## config.mk

```make
export PLATFORM = sky130hd
export DESIGN_NAME = wb_ctrl_flat
export DESIGN_NICKNAME = d
export VERILOG_FILES = /design/src/rtl/wb_pkg.sv /design/src/rtl/wb_ctrl_if.sv /design/src/rtl/ld_delay.sv /design/src/rtl/wb_ctrl.sv /design/src/flat_wrapper.sv
export SDC_FILE = /design/constraint.sdc
export NUM_CORES = 1
export LEC_CHECK = 0
export BUFFER_PORTS_ARGS = -buffer_cell sky130_fd_sc_hd__buf_2
export CAP_MARGIN = 25
export CORE_MARGIN = 4
export CORE_UTILIZATION = 32
export DETAILED_ROUTE_END_ITERATION = 16
export PLACE_DENSITY_LB_ADDON = 0.3
export SLEW_MARGIN = 20
export SYNTH_ARGS = -nofsm -noshare
export SYNTH_HDL_FRONTEND = slang
export SYNTH_SLANG_ARGS = --single-unit
```

## constraint.sdc

```tcl
create_clock -name clk -period 6.2 [get_ports clk]
set_clock_uncertainty 0.05 [all_clocks]
set_input_delay 0.93 -clock clk [delete_from_list [all_inputs] [get_ports clk]]
set_output_delay 0.93 -clock clk [all_outputs]
set_load 0.01 [all_outputs]
```

## src/rtl/wb_pkg.sv

```systemverilog
// wb_pkg: shared types for the writeback controller.
// Holds register-write entries and load delay-line stages.
package wb_pkg;

  localparam int PW = 3;

  typedef struct packed {
    logic [PW-1:0] addr;
    logic [7:0]    dat;
    logic          zero;
    logic          ngtv;
    logic          scry;
  } wb_entry_t;

  typedef struct packed {
    logic          vld;
    logic [PW-1:0] addr;
  } ld_stage_t;

endpackage

```

## src/rtl/wb_ctrl_if.sv

```systemverilog
// wb_ctrl_if: upstream, memory and register-file signals
// of the writeback controller, bundled with modports.
interface wb_ctrl_if
  import wb_pkg::*;
#(
  parameter int pw = PW
);

  logic          alu_vld;
  logic [pw-1:0] alu_addr;
  logic [7:0]    alu_dat;
  logic          alu_zero;
  logic          alu_ngtv;
  logic          alu_scry;
  logic          ld_req;
  logic [pw-1:0] ld_addr;
  logic [7:0]    mem_dat;
  logic [pw-1:0] rd_addrA;
  logic [pw-1:0] rd_addrB;
  logic          wr_en;
  logic [pw-1:0] wr_addr;
  logic [7:0]    dat_out;
  logic          zero_out;
  logic          ngtv_out;
  logic          scry_out;
  logic          stall;
  logic          busy;

  modport master (
    output alu_vld, alu_addr, alu_dat,
    output alu_zero, alu_ngtv, alu_scry,
    output ld_req, ld_addr, mem_dat,
    output rd_addrA, rd_addrB,
    input  wr_en, wr_addr, dat_out,
    input  zero_out, ngtv_out, scry_out,
    input  stall, busy
  );

  modport slave (
    input  alu_vld, alu_addr, alu_dat,
    input  alu_zero, alu_ngtv, alu_scry,
    input  ld_req, ld_addr, mem_dat,
    input  rd_addrA, rd_addrB,
    output wr_en, wr_addr, dat_out,
    output zero_out, ngtv_out, scry_out,
    output stall, busy
  );

endinterface

```

## src/rtl/ld_delay.sv

```systemverilog
// ld_delay: LAT-stage shift register tracking in-flight
// loads; stage LAT-1 is the one whose data returns now.
module ld_delay
  import wb_pkg::*;
#(
  parameter int LAT = 2
) (
  input  logic      clk,
  input  logic      flush,
  input  ld_stage_t din,
  output ld_stage_t stg [LAT]
);

  // shift every cycle; flush drops all in-flight loads
  always_ff @(posedge clk) begin
    if (flush) begin
      for (int i = 0; i < LAT; i++) stg[i] <= '0;
    end else begin
      stg[0] <= din;
      for (int i = 1; i < LAT; i++) stg[i] <= stg[i-1];
    end
  end

endmodule

```

## src/rtl/wb_ctrl.sv

```systemverilog
// wb_ctrl: orders ALU results and load returns onto the
// register-file write port; stalls on RAW/WAW hazards.
module wb_ctrl
  import wb_pkg::*;
#(
  parameter int pw  = PW,
  parameter int LAT = 2
) (
  input logic     clk,
  input logic     reset,
  wb_ctrl_if.slave bus
);

  ld_stage_t     stg [LAT];
  ld_stage_t     ld_in;
  ld_stage_t     fin;
  wb_entry_t     alu_e;
  wb_entry_t     ld_e;
  wb_entry_t     hold_e;
  wb_entry_t     out_e;
  logic          hold_vld;
  logic          wr_en_q;
  logic          last_scry;
  logic          hazard;
  logic          stall;
  logic          busy;
  logic          acc_alu;
  logic          acc_ld;
  logic [pw-1:0] chk [3];

  assign stall   = hold_vld | hazard;
  assign acc_alu = bus.alu_vld & ~stall;
  assign acc_ld  = bus.ld_req & ~stall;
  assign ld_in   = '{vld: acc_ld, addr: bus.ld_addr};
  assign fin     = stg[LAT-1];

  assign alu_e = '{
    addr: bus.alu_addr, dat: bus.alu_dat,
    zero: bus.alu_zero, ngtv: bus.alu_ngtv,
    scry: bus.alu_scry
  };

  assign ld_e = '{
    addr: fin.addr, dat: bus.mem_dat,
    zero: (bus.mem_dat == 8'h00),
    ngtv: bus.mem_dat[7], scry: last_scry
  };

  ld_delay #(.LAT(LAT)) u_ld_delay (
    .clk   (clk),
    .flush (reset),
    .din   (ld_in),
    .stg   (stg)
  );

  // any read or ALU dest matching an in-flight write
  always_comb begin
    chk[0] = bus.rd_addrA;
    chk[1] = bus.rd_addrB;
    chk[2] = bus.alu_addr;
    hazard = 1'b0;
    for (int j = 0; j < 3; j++) begin
      if (j < 2 || bus.alu_vld) begin
        for (int i = 0; i < LAT; i++)
          if (stg[i].vld && stg[i].addr == chk[j])
            hazard = 1'b1;
        if (hold_vld && hold_e.addr == chk[j])
          hazard = 1'b1;
        if (wr_en_q && out_e.addr == chk[j])
          hazard = 1'b1;
      end
    end
  end

  // busy while anything is still headed to the regfile
  always_comb begin
    busy = hold_vld | wr_en_q;
    for (int i = 0; i < LAT; i++)
      busy = busy | stg[i].vld;
  end

  // output register: load return > hold > ALU > idle
  always_ff @(posedge clk) begin
    if (reset) begin
      hold_vld  <= 1'b0;
      hold_e    <= '0;
      wr_en_q   <= 1'b0;
      out_e     <= '0;
      last_scry <= 1'b0;
    end else if (fin.vld) begin
      wr_en_q   <= 1'b1;
      out_e     <= ld_e;
      last_scry <= ld_e.scry;
      if (acc_alu) begin
        hold_vld <= 1'b1;
        hold_e   <= alu_e;
      end
    end else if (hold_vld) begin
      wr_en_q   <= 1'b1;
      out_e     <= hold_e;
      last_scry <= hold_e.scry;
      hold_vld  <= 1'b0;
    end else if (acc_alu) begin
      wr_en_q   <= 1'b1;
      out_e     <= alu_e;
      last_scry <= alu_e.scry;
    end else begin
      wr_en_q <= 1'b0;
    end
  end

  assign bus.wr_en    = wr_en_q;
  assign bus.wr_addr  = out_e.addr;
  assign bus.dat_out  = out_e.dat;
  assign bus.zero_out = out_e.zero;
  assign bus.ngtv_out = out_e.ngtv;
  assign bus.scry_out = out_e.scry;
  assign bus.stall    = stall;
  assign bus.busy     = busy;

endmodule

```

## src/flat_wrapper.sv

```systemverilog
// flat-port wrapper written by rule: the top's interface ports become plain ports
module wb_ctrl_flat import wb_pkg::*;
#(
  parameter int pw  = PW,
  parameter int LAT = 2
)
  (clk, reset, bus_alu_vld, bus_alu_addr, bus_alu_dat, bus_alu_zero, bus_alu_ngtv, bus_alu_scry, bus_ld_req, bus_ld_addr, bus_mem_dat, bus_rd_addrA, bus_rd_addrB, bus_wr_en, bus_wr_addr, bus_dat_out, bus_zero_out, bus_ngtv_out, bus_scry_out, bus_stall, bus_busy);
  wb_ctrl_if #(.pw(pw)) bus_i ();
  input logic clk;
  input logic reset;
  input wire logic [$bits(bus_i.alu_vld)-1:0] bus_alu_vld;
  input wire logic [$bits(bus_i.alu_addr)-1:0] bus_alu_addr;
  input wire logic [$bits(bus_i.alu_dat)-1:0] bus_alu_dat;
  input wire logic [$bits(bus_i.alu_zero)-1:0] bus_alu_zero;
  input wire logic [$bits(bus_i.alu_ngtv)-1:0] bus_alu_ngtv;
  input wire logic [$bits(bus_i.alu_scry)-1:0] bus_alu_scry;
  input wire logic [$bits(bus_i.ld_req)-1:0] bus_ld_req;
  input wire logic [$bits(bus_i.ld_addr)-1:0] bus_ld_addr;
  input wire logic [$bits(bus_i.mem_dat)-1:0] bus_mem_dat;
  input wire logic [$bits(bus_i.rd_addrA)-1:0] bus_rd_addrA;
  input wire logic [$bits(bus_i.rd_addrB)-1:0] bus_rd_addrB;
  output wire logic [$bits(bus_i.wr_en)-1:0] bus_wr_en;
  output wire logic [$bits(bus_i.wr_addr)-1:0] bus_wr_addr;
  output wire logic [$bits(bus_i.dat_out)-1:0] bus_dat_out;
  output wire logic [$bits(bus_i.zero_out)-1:0] bus_zero_out;
  output wire logic [$bits(bus_i.ngtv_out)-1:0] bus_ngtv_out;
  output wire logic [$bits(bus_i.scry_out)-1:0] bus_scry_out;
  output wire logic [$bits(bus_i.stall)-1:0] bus_stall;
  output wire logic [$bits(bus_i.busy)-1:0] bus_busy;
  assign bus_i.alu_vld = bus_alu_vld;
  assign bus_i.alu_addr = bus_alu_addr;
  assign bus_i.alu_dat = bus_alu_dat;
  assign bus_i.alu_zero = bus_alu_zero;
  assign bus_i.alu_ngtv = bus_alu_ngtv;
  assign bus_i.alu_scry = bus_alu_scry;
  assign bus_i.ld_req = bus_ld_req;
  assign bus_i.ld_addr = bus_ld_addr;
  assign bus_i.mem_dat = bus_mem_dat;
  assign bus_i.rd_addrA = bus_rd_addrA;
  assign bus_i.rd_addrB = bus_rd_addrB;
  assign bus_wr_en = bus_i.wr_en;
  assign bus_wr_addr = bus_i.wr_addr;
  assign bus_dat_out = bus_i.dat_out;
  assign bus_zero_out = bus_i.zero_out;
  assign bus_ngtv_out = bus_i.ngtv_out;
  assign bus_scry_out = bus_i.scry_out;
  assign bus_stall = bus_i.stall;
  assign bus_busy = bus_i.busy;
  wb_ctrl #(.pw(pw), .LAT(LAT)) u_core (.clk(clk), .reset(reset), .bus(bus_i));
endmodule
```

## After elaboration in Yosys (flattened, before gate mapping)

Index checks and enable logic that the tools add are counted.

| word-level totals | value |
|---|---|
| register bits after elaboration | 39 |
| bits of input ports | 35 |
| logic and storage cells | 76 |

| cells by class | value |
|---|---|
| equal/unequal tests | 12 |
| muxes and demuxes | 21 |
| bitwise gates (word level) | 8 |
| reduce and logical (&&, ||, !) cells | 18 |

Operator list:

| kind | count |
|---|---|
| 2-to-1 mux 14 bit | 3 |
| == test 3 bit | 12 |
| 2-to-1 mux 1 bit | 18 |
| logical AND 1 bit | 12 |
| logical NOT 8 bit | 1 |
| bitwise OR 1 bit | 4 |
| AND reduction 2 bit | 2 |
| nonzero test 3 bit | 1 |
| AND 1 bit | 2 |
| NOT 1 bit | 2 |
| nonzero test 2 bit | 1 |
| OR reduction 2 bit | 1 |

## Depth between registers and ports, before layout

Gate-level depths: netlist of run 1.

| logic depth | value |
|---|---|
| depth in word-level cells | 21 |
| mapped depth | 8 |
| depth with buffers taken out | 6 |

## Hierarchy

From an unflattened synthesis of run 1, not the netlist that was laid out.

| second synthesis, totals | value |
|---|---|
| cells, all modules | 205 |
| area, all modules | 2003.2 sq um |

Modules (own cells, without submodules):

| module | instances | cells an instance | area an instance (sq um) | sequential area each (sq um) |
|---|---|---|---|---|
| wb_ctrl | 1 | 189 | 1793.0 | 620.6 |
| ld_delay | 1 | 16 | 210.2 | 160.2 |

## Least setup slack after synthesis of run 1

OpenSTA, ideal clock, no wires.

| path | value |
|---|---|
| path type | input to output |
| from | in bus_alu_addr[0] |
| to | out bus_stall |
| data arrival time | 1.993 ns |
| setup slack | 3.227 ns |
| stages | 5 |
| cell sequence | buf_4 -> xor2_1 -> or4_4 -> nand3_1 -> or3_1 |

| on the way | value |
|---|---|
| longest elaborated chain between the ends | 8 |
| elaborated cells between the ends (all ways) | 14 |
| those cells by class | 4 x eq/ne; 5 x mux; 1 x bitwise; 4 x reduce/logical |

Ends and longest elaborated chain:

| item | line | source |
|---|---|---|
| start: declaration | flat_wrapper.sv:12 | `input wire logic [$bits(bus_i.alu_addr)-1:0] bus_alu_addr;` |
| == test 3 bit | wb_ctrl.sv:65 | `if (stg[i].vld && stg[i].addr == chk[j])` |
| logical AND 1 bit | wb_ctrl.sv:65 |  |
| 2-to-1 mux 1 bit (2 in series) | wb_ctrl.sv:65 |  |
| 2-to-1 mux 1 bit | wb_ctrl.sv:67 | `if (hold_vld && hold_e.addr == chk[j])` |
| 2-to-1 mux 1 bit * | wb_ctrl.sv:69 | `if (wr_en_q && out_e.addr == chk[j])` |
| 2-to-1 mux 1 bit * | wb_ctrl.sv:63 | `if (j < 2 \|\| bus.alu_vld) begin` |
| bitwise OR 1 bit * | wb_ctrl.sv:31 | `assign stall = hold_vld \| hazard;` |
| end: declaration | flat_wrapper.sv:28 | `output wire logic [$bits(bus_i.stall)-1:0] bus_stall;` |

Every way passes the cells marked *; elsewhere a longest branch is shown, timed or not.

## Worst setup path in the final report of run 1

| path | value |
|---|---|
| from | in bus_alu_addr[2] |
| to | out bus_stall |

Same word-level chain as after synthesis.

==> reports/results.txt, run 1 <==
endpoints failing hold: 0
Area Overhead vs Synth: 17.6%
port bufs: 51
WL final: 5170 um
Adder-Cell Fraction of Synth Area: 0%
gpl congestion: 0.801
hold endpoint: u_core.hold_e[9]
TritonCTS buffer count: 5
Gates resized, CTS repair: 0
CP Max Fanout: 5
CTS tree: built
f_max: 314 MHz
FF+latch count, synth: 39
Yosys top cell by area: dfxtp_1
DP HPWL: 3770 um
Worst R2R Path Depth: 5
Slew HR: 41.3%
vias in the first global route: 1,706
Post-Syn Area: 2080 um2
Mean Syn Cell Area: 9.50 um2
Die Y: 88.6 um
status: complete, no violations
Iteration-0 DRC Markers: 44
largest net degree at the start of global routing: 37
register area share after synthesis: 37.5%
Largest stage delay, worst path: 0.49 ns
post-route ant nets: 0
I/O pin total: 52
CP Launch Type: primary input
routed len/inst: 15.1 um
vias per inst: 5.08
ys async rst share: 0%
Post-Place Worst Slack: 3.01 ns
measured slew at the worst slew-check pin: 0.878 ns
Seq. cell area: 781 um2
initial antenna violation count: 0
top post-synthesis cells by area: dfxtp_1, mux2i_1, xnor2_1
Tcrit/Tclk final: 51.4%
compound-gate portion of the synthesized area: 12.0%
unrepaired setup endpoints after global routing: no
# Post-CTS Setup Buffers: 0
pwr/cell area: 239 nW/um2
number of synthesized flops with an enable pin: 0
Required @ worst endpoint: 5.22 ns
crit path kind: in -> out
first-pass detailed-route iteration total: 4
Yosys top cell area share: 37.5%
worst-path cell chain: buf_2, xnor2_1, nand4_1, a21boi_1, or3_1, buf_2
Final setup viols: 0
first-pass GRT wire length: 8380 um
Syn Inst Count: 219
clk_lat worst skew: 0.29 ns
Crit path top cell by count: buf_2
Clock Pin Slew Worst Setup and Hold Paths: 0.08 ns
fill count: 678
Max-cap violations: 0
Synth Area in Simple Gates: 22.8%
Starting Density: 33.0%
Final nets: 299
largest family of logic cells by synthesized area: simple AND/OR/NAND/NOR gates
Die W: 88.6 um
ys flop type: dfxtp_1
reg-to-reg endpoint: u_core.hold_e[11]
Lkg Pwr: 0.000937 uW
post-synthesis mux area share: 11.8%
fin. max-slew vios: 0
die area: 7860 um2
vias: 1,736
Synth Area in XOR/XNOR: 11.4%
hold_sp: u_core.hold_e[9]
r2r startpoint: u_core.u_ld_delay.stg[3]
Rows: 29
Worst setup EP type: primary output
Netlist cell types: 43
Core ar.: 6310 um2
multi-input logic area: 1210 um2
sum of negative setup slack: 0 ns
Commonest cells post-synth: dfxtp_1, nor2_1, xnor2_1
DRC Markers: 0
Tot GR Track Use: 13.7%
Final WS setup: 3.01 ns
post-layout min period: 3.19 ns
Syn. warnings: 0
Longest Clk Path Bufs: 2
most frequent cell after synthesis: dfxtp_1
Core Util, Final: 38.7%
Clock Sinks: 39
CTS H-tree depth: 2
crit path DAT: 2.21 ns
Worst Hold Depth: 2
hold_ws: 0.438 ns
synthesized net count: 254
CTS Root Cell: clkbuf_8
grt ovf: 0
layout cell share with drive strength beyond 1: 27.5%
Ant. Diodes: 0
CP max stage cell: a21boi_1
worst vdd ir: 104 uV
min-delay worst type: reg -> reg
cts hold-fix bufs: 0
Tot Pwr: 584 uW
reg2reg setup slack: 3.45 ns
through the flow:
stage | instances | area, um2
2_1_floorplan | 219 | 2080
3_3_place_gp | 334 | 2360
3_5_place_dp | 334 | 2360
4_1_cts | 342 | 2450
5_1_grt | 342 | 2450
6_report | 342 | 2450
state kept, by name (all words and copies together), names as in the netlist, 3 cells and up:
name                   flops
u_core.hold_e             14
u_core.u_ld_delay.stg      8
u_core.bus.wr_addr         3
u_core.bus.dat_out         8
per-layer routing:
metal  part of all wire [%]  up-vias  track usage (%)
met4                    1.7        0             5.49
li1                       -      878                -
met5                      0        -                0
met2                     48       38             22.6
met3                    4.3        7             2.23
met1                     46      813             17.9
logic make-up after synthesis:
kind of cell | after synthesis
and+or+nand+nor | 75
AOI/OAI and AO/OA | 37
buffers and inverters | 17
muxes | 24
DFF | 39
xor gates and xnor gates | 27
cell usage in the layout, fill, tap and decap left out, types with 5 or more instances in the layout:
master	netlist	layout
nor2b_1	9	9
nand2_1	9	9
dfxtp_1	39	39
nor4b_1	7	7
a21oi_1	12	12
nor2_1	21	21
mux2i_1	20	20
buf_2	2	51
o22ai_1	10	10
nand4_1	5	5
a211oi_1	5	5
clkbuf_8	0	5
xor2_1	6	6
xnor2_1	21	21
power breakdown:
group	total (uW)	switching, uW	internal (uW)
Clock	170	91.0	78.7
Combinational	129	68.6	60.4
Sequential	286	17.1	269
worst max path at each step:
stage                         start         to  slack, ns  cells after the start
global placement    bus_alu_addr[1]  bus_stall       3.03                      6
finish              bus_alu_addr[2]  bus_stall       3.01                      6
detailed placement  bus_alu_addr[2]  bus_stall       3.01                      6
CTS                 bus_alu_addr[2]  bus_stall       3.01                      6
global route        bus_alu_addr[2]  bus_stall       2.87                      6
floorplan           bus_alu_addr[0]  bus_stall       3.23                      5
worst max-delay path, delay by kind of cell:
family | cells | cell delay, ns
compound gates | 1 | 0.49
simple gates | 2 | 0.34
buf+inv | 2 | 0.28
xor+xnor | 1 | 0.16
area by class of cell:
| type | instances | area share (%) |
|---|---|---|
| Clock buffer | 6 | 2.97 |
| Clock inverter | 2 | 0.512 |
| Inverter | 2 | 0.307 |
| Multi-Input combinational cell | 163 | 49.3 |
| Sequential cell | 39 | 31.9 |
| Tap cell | 77 | 3.94 |
| Timing Repair Buffer | 53 | 11.0 |
Note: power is estimated with default switching activity, not from simulation.
==> run 2: changes to the inputs <==
- clock period: 6.2 -> 3.3 ns (I/O delays scaled with it)
==> run 2 against run 1 <==
  * Sequential cell count did not move
  * Critical path depth fell by 1
  * Global-route usage rose by 0.52 points
  * Via count did not move
  * Setup slack got worse by 2.2 ns
  * Wire length rose by 1.6%
  * Sequential power rose by 87%
  * Power rose by 90%
  * Final cell count rose by 1.2%
  * Design area rose by 1.6%
  * Combinational power rose by 91%
  * Register-to-register slack got worse by 2.4 ns
  * Critical endpoint unchanged
==> reports/results.txt, run 2 (synthesized netlist as in run 1, its figures left out) <==
status: complete, no violations
placed insts: 339
WL met1: 2330 um
TritonCTS buffer count: 5
unrepaired setup endpoints after global routing: no
Iteration-0 DRC Markers: 68
grt ovf: 0
Largest register FFs: 14
routed len/inst: 15.2 um
DR WL met2: 2570 um
Post-DP Area: 2400 um2
Post-Place Worst Slack: 0.848 ns
CP Launch Type: flip-flop
crit path DAT: 1.94 ns
first-pass GRT wire length: 8510 um
Die Y: 88.6 um
vias per inst: 5.02
clk_lat worst skew: 0.29 ns
measured slew at the worst slew-check pin: 0.596 ns
Gates resized, CTS repair: 0
cts hold-fix bufs: 0
initial antenna violation count: 0
Core ar.: 6310 um2
Tot Pwr: 1110 uW
commonest non-fill, non-tap cell in the layout: buf_2
post-route ant nets: 0
worst vdd ir: 178 uV
DRC Markers: 0
Die W: 88.6 um
endpoints failing hold: 0
Slew HR: 60.2%
Final nets: 304
CTS Root Cell: clkbuf_8
Clock Pin Slew Worst Setup and Hold Paths: 0.07 ns
pwr/cell area: 446 nW/um2
sum of negative setup slack: 0 ns
commonest non-fill, non-tap cells in the layout: buf_2, dfxtp_1, xnor2_1, nor2_1, mux2i_1
Final WS setup: 0.818 ns
Final Instance Count excl. Fillers: 346
CTS tree: built
vias in the first global route: 1,733
f_max: 403 MHz
Final Instance Area: 2490 um2
met3 wire len: 262 um
Longest Clk Path Bufs: 2
fin. max-slew vios: 0
Rows: 29
Final setup viols: 0
crit path kind: reg -> out
Worst setup EP type: primary output
vias: 1,736
Area Overhead vs Synth: 19.5%
min-delay worst type: in -> reg
port bufs: 51
post-layout min period: 2.48 ns
die area: 7860 um2
largest net degree at the start of global routing: 24
first-pass detailed-route iteration total: 4
gpl congestion: 0.748
Required @ worst endpoint: 2.75 ns
I/O pin total: 52
CP Max Fanout: 5
layout cell share with drive strength beyond 1: 29.0%
# Post-CTS Setup Buffers: 0
Tot GR Track Use: 14.3%
WL final: 5250 um
Clock Sinks: 39
Lkg Pwr: 0.000968 uW
Tcrit/Tclk final: 75.2%
Max-cap violations: 0
Biggest register: u_core.hold_e
CTS H-tree depth: 2
Ant. Diodes: 0
Top Metal Used: met4
Starting Density: 33.0%
DP HPWL: 3900 um
run 2: cell types whose count changed in the layout (fill, tap and decap cells not counted):
cell and delta:
clkbuf_8 +1, clkbuf_1 -1, buf_4 +5, clkinvlp_4 -1
run 2: final timing paths:
kind	startpoint	endpoint	slack [ns]	cells after the start
worst max-delay path	u_core.bus.wr_addr[1]	bus_stall	0.82	5
worst min-delay path	bus_ld_addr[0]	u_core.u_ld_delay.stg[4]	0.36	2
worst max register to register	u_core.bus.wr_addr[1]	u_core.bus.dat_out[6]	1.06	6
worst min register to register	u_core.hold_e[5]	u_core.hold_e[5]	0.44	2
run 2: worst max-delay path, cell delays in order (launching register included):
cell and delay (ns):
dfxtp_1 0.47, xnor2_1 0.17, nand4_1 0.11, a21boi_1 0.51, or3_1 0.23, buf_2 0.15
run 2: area by class of cell:
cell class,instances,area (um2)
inverters,2,7.51
well taps,77,96.3
repair buffers,58,308
clock buffers,6,82.6
multi-input cells,163,1210
flip-flops and latches,39,781
clock inverters,1,5.00
fillers,673,3830
run 2: layer usage:
metal,global-route usage [%],vias to the layer above
met4,4.95,0
met1,17.2,808
met3,4.19,6
met5,0,-
met2,24.1,32
li1,-,890
run 2: stage by stage:
stage	utilization (%)	hold slack, ns
floorplan	-	0.402
global placement	38.0	0.415
detailed placement	38.0	0.428
CTS	39.4	0.350
global route	39.4	0.375
finish	39.4	0.363
run 2: power by group:
group          total (uW)  switching [uW]  leakage (uW)  internal (uW)
sequential            535            30.5      0.000320            505
combinational         246             129      0.000601            117
clock                 328             164     0.0000470            164
